--- config.mk ---
export PLATFORM = sky130hd
export DESIGN_NAME = universal_shift_register_flat
export DESIGN_NICKNAME = d
export VERILOG_FILES = /design/src/rtl/universal_shift_register_pkg.sv /design/src/rtl/universal_shift_register_if.sv /design/src/rtl/universal_shift_register_counter.sv /design/src/rtl/universal_shift_register.sv /design/src/flat_wrapper.sv
export SDC_FILE = /design/constraint.sdc
export NUM_CORES = 1
export LEC_CHECK = 0
export CORE_ASPECT_RATIO = 0.7
export CORE_UTILIZATION = 29
export CTS_CLUSTER_DIAMETER = 50
export DETAILED_ROUTE_END_ITERATION = 7
export GPL_TIMING_DRIVEN = 0
export PLACE_DENSITY = 0.65
export SLEW_MARGIN = 20
export SYNTH_ARGS = -nofsm -noshare
export SYNTH_HDL_FRONTEND = slang
export SYNTH_SLANG_ARGS = --single-unit
--- constraint.sdc ---
create_clock -name clk -period 1.2 [get_ports clk]
set_input_delay 0.12 -clock clk [delete_from_list [all_inputs] [get_ports clk]]
set_output_delay 0.12 -clock clk [all_outputs]
set_load 0.005 [all_outputs]
--- src/rtl/universal_shift_register_pkg.sv ---
// Shared types for the universal shift register: operation modes and a helper
// that identifies the modes that advance the word-framing counter.
package shift_register_pkg;

    typedef enum logic [2:0] {
        MODE_HOLD  = 3'b000,
        MODE_SHL   = 3'b001,
        MODE_SHR   = 3'b010,
        MODE_ROL   = 3'b011,
        MODE_ROR   = 3'b100,
        MODE_LOAD  = 3'b101,
        MODE_CLEAR = 3'b110
    } mode_e;

    function automatic logic is_shift(input mode_e m);
        return (m == MODE_SHL) || (m == MODE_SHR);
    endfunction

endpackage

--- src/rtl/universal_shift_register_if.sv ---
// Control and data bundle of the universal shift register; the master drives
// mode/data, the slave (the register itself) returns contents and framing.
interface universal_shift_register_if #(
    parameter int WIDTH = 8
);
    import shift_register_pkg::*;

    localparam int CNT_W = $clog2(WIDTH);

    logic             en;
    mode_e            mode;
    logic             serial_in;
    logic [WIDTH-1:0] parallel_in;
    logic [WIDTH-1:0] parallel_out;
    logic             serial_out;
    logic [CNT_W-1:0] shift_count;
    logic             word_valid;

    modport master (
        output en, mode, serial_in, parallel_in,
        input  parallel_out, serial_out, shift_count, word_valid
    );

    modport slave (
        input  en, mode, serial_in, parallel_in,
        output parallel_out, serial_out, shift_count, word_valid
    );

endinterface

--- src/rtl/universal_shift_register_counter.sv ---
// Word-framing counter: counts shifts into the current word and pulses
// wrap_pulse for one cycle when the WIDTH-th shift lands.
module shift_word_counter #(
    parameter int WIDTH = 8
) (
    input  logic                     clk,
    input  logic                     rst_n,
    input  logic                     inc,
    input  logic                     clr,
    output logic [$clog2(WIDTH)-1:0] count,
    output logic                     wrap_pulse
);

    localparam int CNT_W = $clog2(WIDTH);
    localparam logic [CNT_W-1:0] LAST = CNT_W'(WIDTH - 1);

    // clr wins over inc; the pulse is cleared on any cycle that does not complete a word
    always_ff @(posedge clk) begin
        if (!rst_n) begin
            count      <= '0;
            wrap_pulse <= 1'b0;
        end else begin
            wrap_pulse <= 1'b0;
            if (clr) begin
                count <= '0;
            end else if (inc) begin
                if (count == LAST) begin
                    count      <= '0;
                    wrap_pulse <= 1'b1;
                end else begin
                    count <= count + CNT_W'(1);
                end
            end
        end
    end

endmodule

--- src/rtl/universal_shift_register.sv ---
// Parametrised universal shift register: shift, rotate, load and clear per
// cycle, with a registered serial output and word-framing via shift_word_counter.
module universal_shift_register
    import shift_register_pkg::*;
#(
    parameter int               WIDTH       = 8,
    parameter logic [WIDTH-1:0] RESET_VALUE = '0
) (
    input  logic                       clk,
    input  logic                       rst_n,
    universal_shift_register_if.slave  bus
);

    localparam int CNT_W = $clog2(WIDTH);

    logic [WIDTH-1:0] q;
    logic             serial_q;
    logic [CNT_W-1:0] count;
    logic             wrap_pulse;
    logic             cnt_inc;
    logic             cnt_clr;

    // Rotates, loads and holds leave serial_out untouched; only true shifts and CLEAR change it
    always_ff @(posedge clk) begin
        if (!rst_n) begin
            q        <= RESET_VALUE;
            serial_q <= 1'b0;
        end else if (bus.en) begin
            case (bus.mode)
                MODE_SHL: begin
                    q        <= {q[WIDTH-2:0], bus.serial_in};
                    serial_q <= q[WIDTH-1];
                end
                MODE_SHR: begin
                    q        <= {bus.serial_in, q[WIDTH-1:1]};
                    serial_q <= q[0];
                end
                MODE_ROL:   q <= {q[WIDTH-2:0], q[WIDTH-1]};
                MODE_ROR:   q <= {q[0], q[WIDTH-1:1]};
                MODE_LOAD:  q <= bus.parallel_in;
                MODE_CLEAR: begin
                    q        <= RESET_VALUE;
                    serial_q <= 1'b0;
                end
                default: ;
            endcase
        end
    end

    always_comb begin
        cnt_inc = 1'b0;
        cnt_clr = 1'b0;
        if (bus.en) begin
            cnt_inc = is_shift(bus.mode);
            cnt_clr = (bus.mode == MODE_LOAD) || (bus.mode == MODE_CLEAR);
        end
    end

    shift_word_counter #(
        .WIDTH (WIDTH)
    ) u_counter (
        .clk        (clk),
        .rst_n      (rst_n),
        .inc        (cnt_inc),
        .clr        (cnt_clr),
        .count      (count),
        .wrap_pulse (wrap_pulse)
    );

    assign bus.parallel_out = q;
    assign bus.serial_out   = serial_q;
    assign bus.shift_count  = count;
    assign bus.word_valid   = wrap_pulse;

endmodule

--- src/flat_wrapper.sv ---
// flat-port wrapper written by rule: the top's interface ports become plain ports
module universal_shift_register_flat import shift_register_pkg::*;
#(
    parameter int               WIDTH       = 8,
    parameter logic [WIDTH-1:0] RESET_VALUE = '0
)
  (clk, rst_n, bus_en, bus_mode, bus_serial_in, bus_parallel_in, bus_parallel_out, bus_serial_out, bus_shift_count, bus_word_valid);
  universal_shift_register_if #(.WIDTH(WIDTH)) bus_i ();
  input  logic clk;
  input  logic rst_n;
  input wire logic [$bits(bus_i.en)-1:0] bus_en;
  input wire logic [$bits(bus_i.mode)-1:0] bus_mode;
  input wire logic [$bits(bus_i.serial_in)-1:0] bus_serial_in;
  input wire logic [$bits(bus_i.parallel_in)-1:0] bus_parallel_in;
  output wire logic [$bits(bus_i.parallel_out)-1:0] bus_parallel_out;
  output wire logic [$bits(bus_i.serial_out)-1:0] bus_serial_out;
  output wire logic [$bits(bus_i.shift_count)-1:0] bus_shift_count;
  output wire logic [$bits(bus_i.word_valid)-1:0] bus_word_valid;
  assign bus_i.en = bus_en;
  assign bus_i.mode = bus_mode;
  assign bus_i.serial_in = bus_serial_in;
  assign bus_i.parallel_in = bus_parallel_in;
  assign bus_parallel_out = bus_i.parallel_out;
  assign bus_serial_out = bus_i.serial_out;
  assign bus_shift_count = bus_i.shift_count;
  assign bus_word_valid = bus_i.word_valid;
  universal_shift_register #(.WIDTH(WIDTH), .RESET_VALUE(RESET_VALUE)) u_core (.clk(clk), .rst_n(rst_n), .bus(bus_i));
endmodule
==> flow_metrics.py <==
metrics = {
    "min_path": {
        "min_path_type": "in2reg",
        "hold_depth": 5,
        "hold_end": "u_core.u_counter.wrap_pulse",
        "hp-start": "bus_mode[2]",
    },
    "sta": {
        "tns_ns": 0,
        "post-route-period-util_pct": 96.2,
        "fin_skew_ns": 0.00185,
        "period_minus_slack_ns": 1.15,
        "maxSlewViolCount": 0,
        "finalSetupViolations": 0,
        "timing.final.ws_setup_ns": 0.0460,
        "max-slew-margin-rel_pct": 73.3,
        "hold_viol_final": 0,
        "tightest_slew_ns": 0.398,
        "fmax_ghz": 0.867,
        "rsz0062_at_grt": "false",
    },
    "yosys": {
        "netlist_top_cells_area": "dfxtp_1, a222oi_1, a21oi_1",
        "synth.distinct_cells": 30,
        "yosysMostFrequentCell": "dfxtp_1",
        "avgSynthCellArea_sq_um": 9.04,
        "synthCells": 85,
        "syn_area_sq_um": 768,
        "seq_area_frac_synth_pct": 33.9,
        "ys_seq_elements": 13,
        "synth_common_cells": "dfxtp_1, a21oi_1, nor2_1, o21ai_0, a222oi_1",
        "synth_top_area_cell": "dfxtp_1",
        "synth_edf_count": 0,
        "async_flop_share_pct": 0,
        "syn_nets": 102,
        "synthFlopType": "dfxtp_1",
        "yosysWarnings": 0,
        "synth_top_area_share_pct": 33.9,
    },
    "setup_path": {
        "path_max_fanout": 1,
        "crit_start": "u_core.u_counter.wrap_pulse",
        "path_cells": "clkdlybuf4s50_1",
        "rr_startpoint": "u_core.u_counter.count[0]",
        "reg2reg_slack_ns": 0.11,
        "r2r_cells": 4,
        "slowest_delay_ns": 0.49,
        "start_kind": "register",
        "cp-end-kind": "output port",
        "r2r-end": "u_core.u_counter.count[2]",
        "crit_family": "buffers and inverters",
        "worstPathRequired_ns": 1.08,
        "criticalPathCategory": "reg2out",
        "cp_slowest_cell": "clkdlybuf4s50_1",
        "crit_buf_inv": 1,
        "worstPathArrival_ns": 1.03,
    },
    "pwr": {
        "switching_share_pct": 27.8,
        "p_clk_share_pct": 34.4,
        "combPwrFrac_pct": 24.3,
        "power.density_nw_per_um2": 974,
        "p_seq_share_pct": 41.3,
        "peakVddDrop_uv": 467,
        "internal_power_w": 0.000850,
        "p_leak_nw": 0.560,
        "p_sw_w": 0.000327,
    },
    "die": {
        "start_util_pct": 31.0,
        "fp.dieArea_sq_um": 2860,
        "core_sq_um": 2480,
        "fp.dieH_microns": 45.1,
        "num_rows": 15,
        "io_pins": 28,
        "die_w_microns": 63.5,
    },
    "global_routing": {
        "grt_max_degree": 11,
        "grt_pass1_wl_microns": 3620,
        "grt_pass1_vias": 791,
        "antenna_found_initial": 0,
        "grtUsageTotal_pct": 16.6,
        "overflow": 0,
    },
    "clocking": {
        "cts_tree": "done",
        "path_clk_slew_ns": 0.06,
        "numCtsBuffers": 3,
        "clock_path_buffers": 2,
        "clkSinkCount": 13,
        "htree_levels": 1,
        "clockRootBuffer": "clkbuf_8",
        "clkLatencyLatePin_ns": 0.25,
    },
    "flow_run": {
        "drv_cap": 0,
    },
    "finish": {
        "nNetsFinal": 139,
        "num_antenna_cells": 0,
        "final_cells": 155,
        "multi_input_area_sq_um": 469,
        "n_fill_cell": 255,
        "area.sequential_sq_um": 279,
        "drive_gt1_share_pct": 32.2,
        "area_growth_pct": 57.2,
    },
    "drt": {
        "wl_per_cell_microns": 14.2,
        "drtIter0Drc": 76,
        "viasPerCell": 5.21,
        "vias": 807,
        "wl_microns": 2200,
        "drcViolationCount": 0,
        "final_antenna_net_count": 0,
        "dr.pass1.iters": 6,
    },
    "placement": {
        "place_congestion": 0.791,
        "portBuffers": 27,
        "pre_cts_ws_ns": -0.580,
        "dp_cells": 146,
        "dp_hpwl_microns": 1490,
    },
    "status": {
        "status": "finished, final reports clean",
    },
}
[layout make-up]
cell class / count / area share (%)
timing repair buffer: 33 / 24.8
tap: 34 / 3.52
buffer: 5 / 4.97
clock inverter: 1 / 0.415
inverter: 3 / 0.933
clock buffer: 3 / 3.42
multi-input combinational: 63 / 38.9
sequential: 13 / 23.1
[worst max path at each step]
stage                                      end  slack [ns]  cells past startpoint
finish                          bus_word_valid        0.05                      1
global route        u_core.bus.parallel_out[0]        0.02                      5
global placement    u_core.bus.parallel_out[0]       -0.59                      6
CTS                      u_core.bus.serial_out     -0.0003                      5
detailed placement  u_core.bus.parallel_out[0]       -0.58                      6
floorplan           u_core.bus.parallel_out[0]        0.07                      5
[state kept, by name (all words and copies together) (netlist names)]
register	count
u_core.u_counter.count	3
u_core.u_counter.wrap_pulse	1
u_core.bus.parallel_out	8
u_core.bus.serial_out	1
[metrics by stage]
step           hold slack [ns]  cell area (sq um)  utilization (%)  total power [W]
2_1_floorplan            0.329                768                -         0.000627
3_3_place_gp             0.486               1080             43.6         0.000754
3_5_place_dp             0.493               1080             43.6         0.000758
4_1_cts                  0.408               1180             47.8          0.00117
5_1_grt                  0.414               1210             48.7          0.00123
6_report                 0.378               1210             48.7          0.00118
[logic make-up after synthesis]
family / Yosys count / share of synthesized area (%)
compound gates: 30 / 26.4
xor+xnor: 2 / 2.28
fa+ha+maj: 2 / 3.26
buf+inv: 9 / 9.45
flops: 13 / 33.9
mux: 3 / 3.91
simple gates: 26 / 20.8
[routing by layer]
| metal | up-vias | global-route usage (%) | part of all wire, % |
|---|---|---|---|
| met4 | 0 | 3.18 | 0.32 |
| li1 | 392 | - | - |
| met1 | 365 | 22.5 | 48 |
| met3 | 2 | 6.31 | 9.4 |
| met5 | - | 0 | 0 |
| met2 | 48 | 25.3 | 42 |
[layout by cell type, fill, tap and decap left out, types with 2 or more instances in the layout]
| cell type | instances |
|---|---|
| dfxtp_4 | 2 |
| dlymetal6s2s_1 | 3 |
| buf_6 | 4 |
| nor2_1 | 9 |
| o21ai_0 | 8 |
| mux2i_1 | 3 |
| buf_4 | 6 |
| dlygate4sd2_1 | 10 |
| dfxtp_1 | 2 |
| ha_1 | 2 |
| a222oi_1 | 6 |
| clkbuf_8 | 3 |
| clkdlybuf4s50_1 | 11 |
| clkbuf_2 | 2 |
| inv_1 | 2 |
| dfxtp_2 | 9 |
| nand3b_1 | 2 |
| a21oi_1 | 8 |
| or3b_1 | 2 |
| nand2_1 | 5 |
[power groups by stage]
stage	logic (W)	registers, W	clock network, W
after floorplan	0.000137	0.000490	0
after global placement	0.000260	0.000494	0
after detailed placement	0.000264	0.000494	0
after CTS	0.000277	0.000485	0.000410
after global routing	0.000313	0.000491	0.000425
final	0.000286	0.000486	0.000405
[repair_timing]
item                                   4_1_cts  5_1_grt
endpoints found under the hold margin        0        0
setup buffers                                5        0
pin swaps                                    4        4
hold buffers                                 0        0
gates cloned                                 1        0
setup endpoints to repair                   24       15
resized for setup                           37       10
Power figures use the tool's default switching activity.
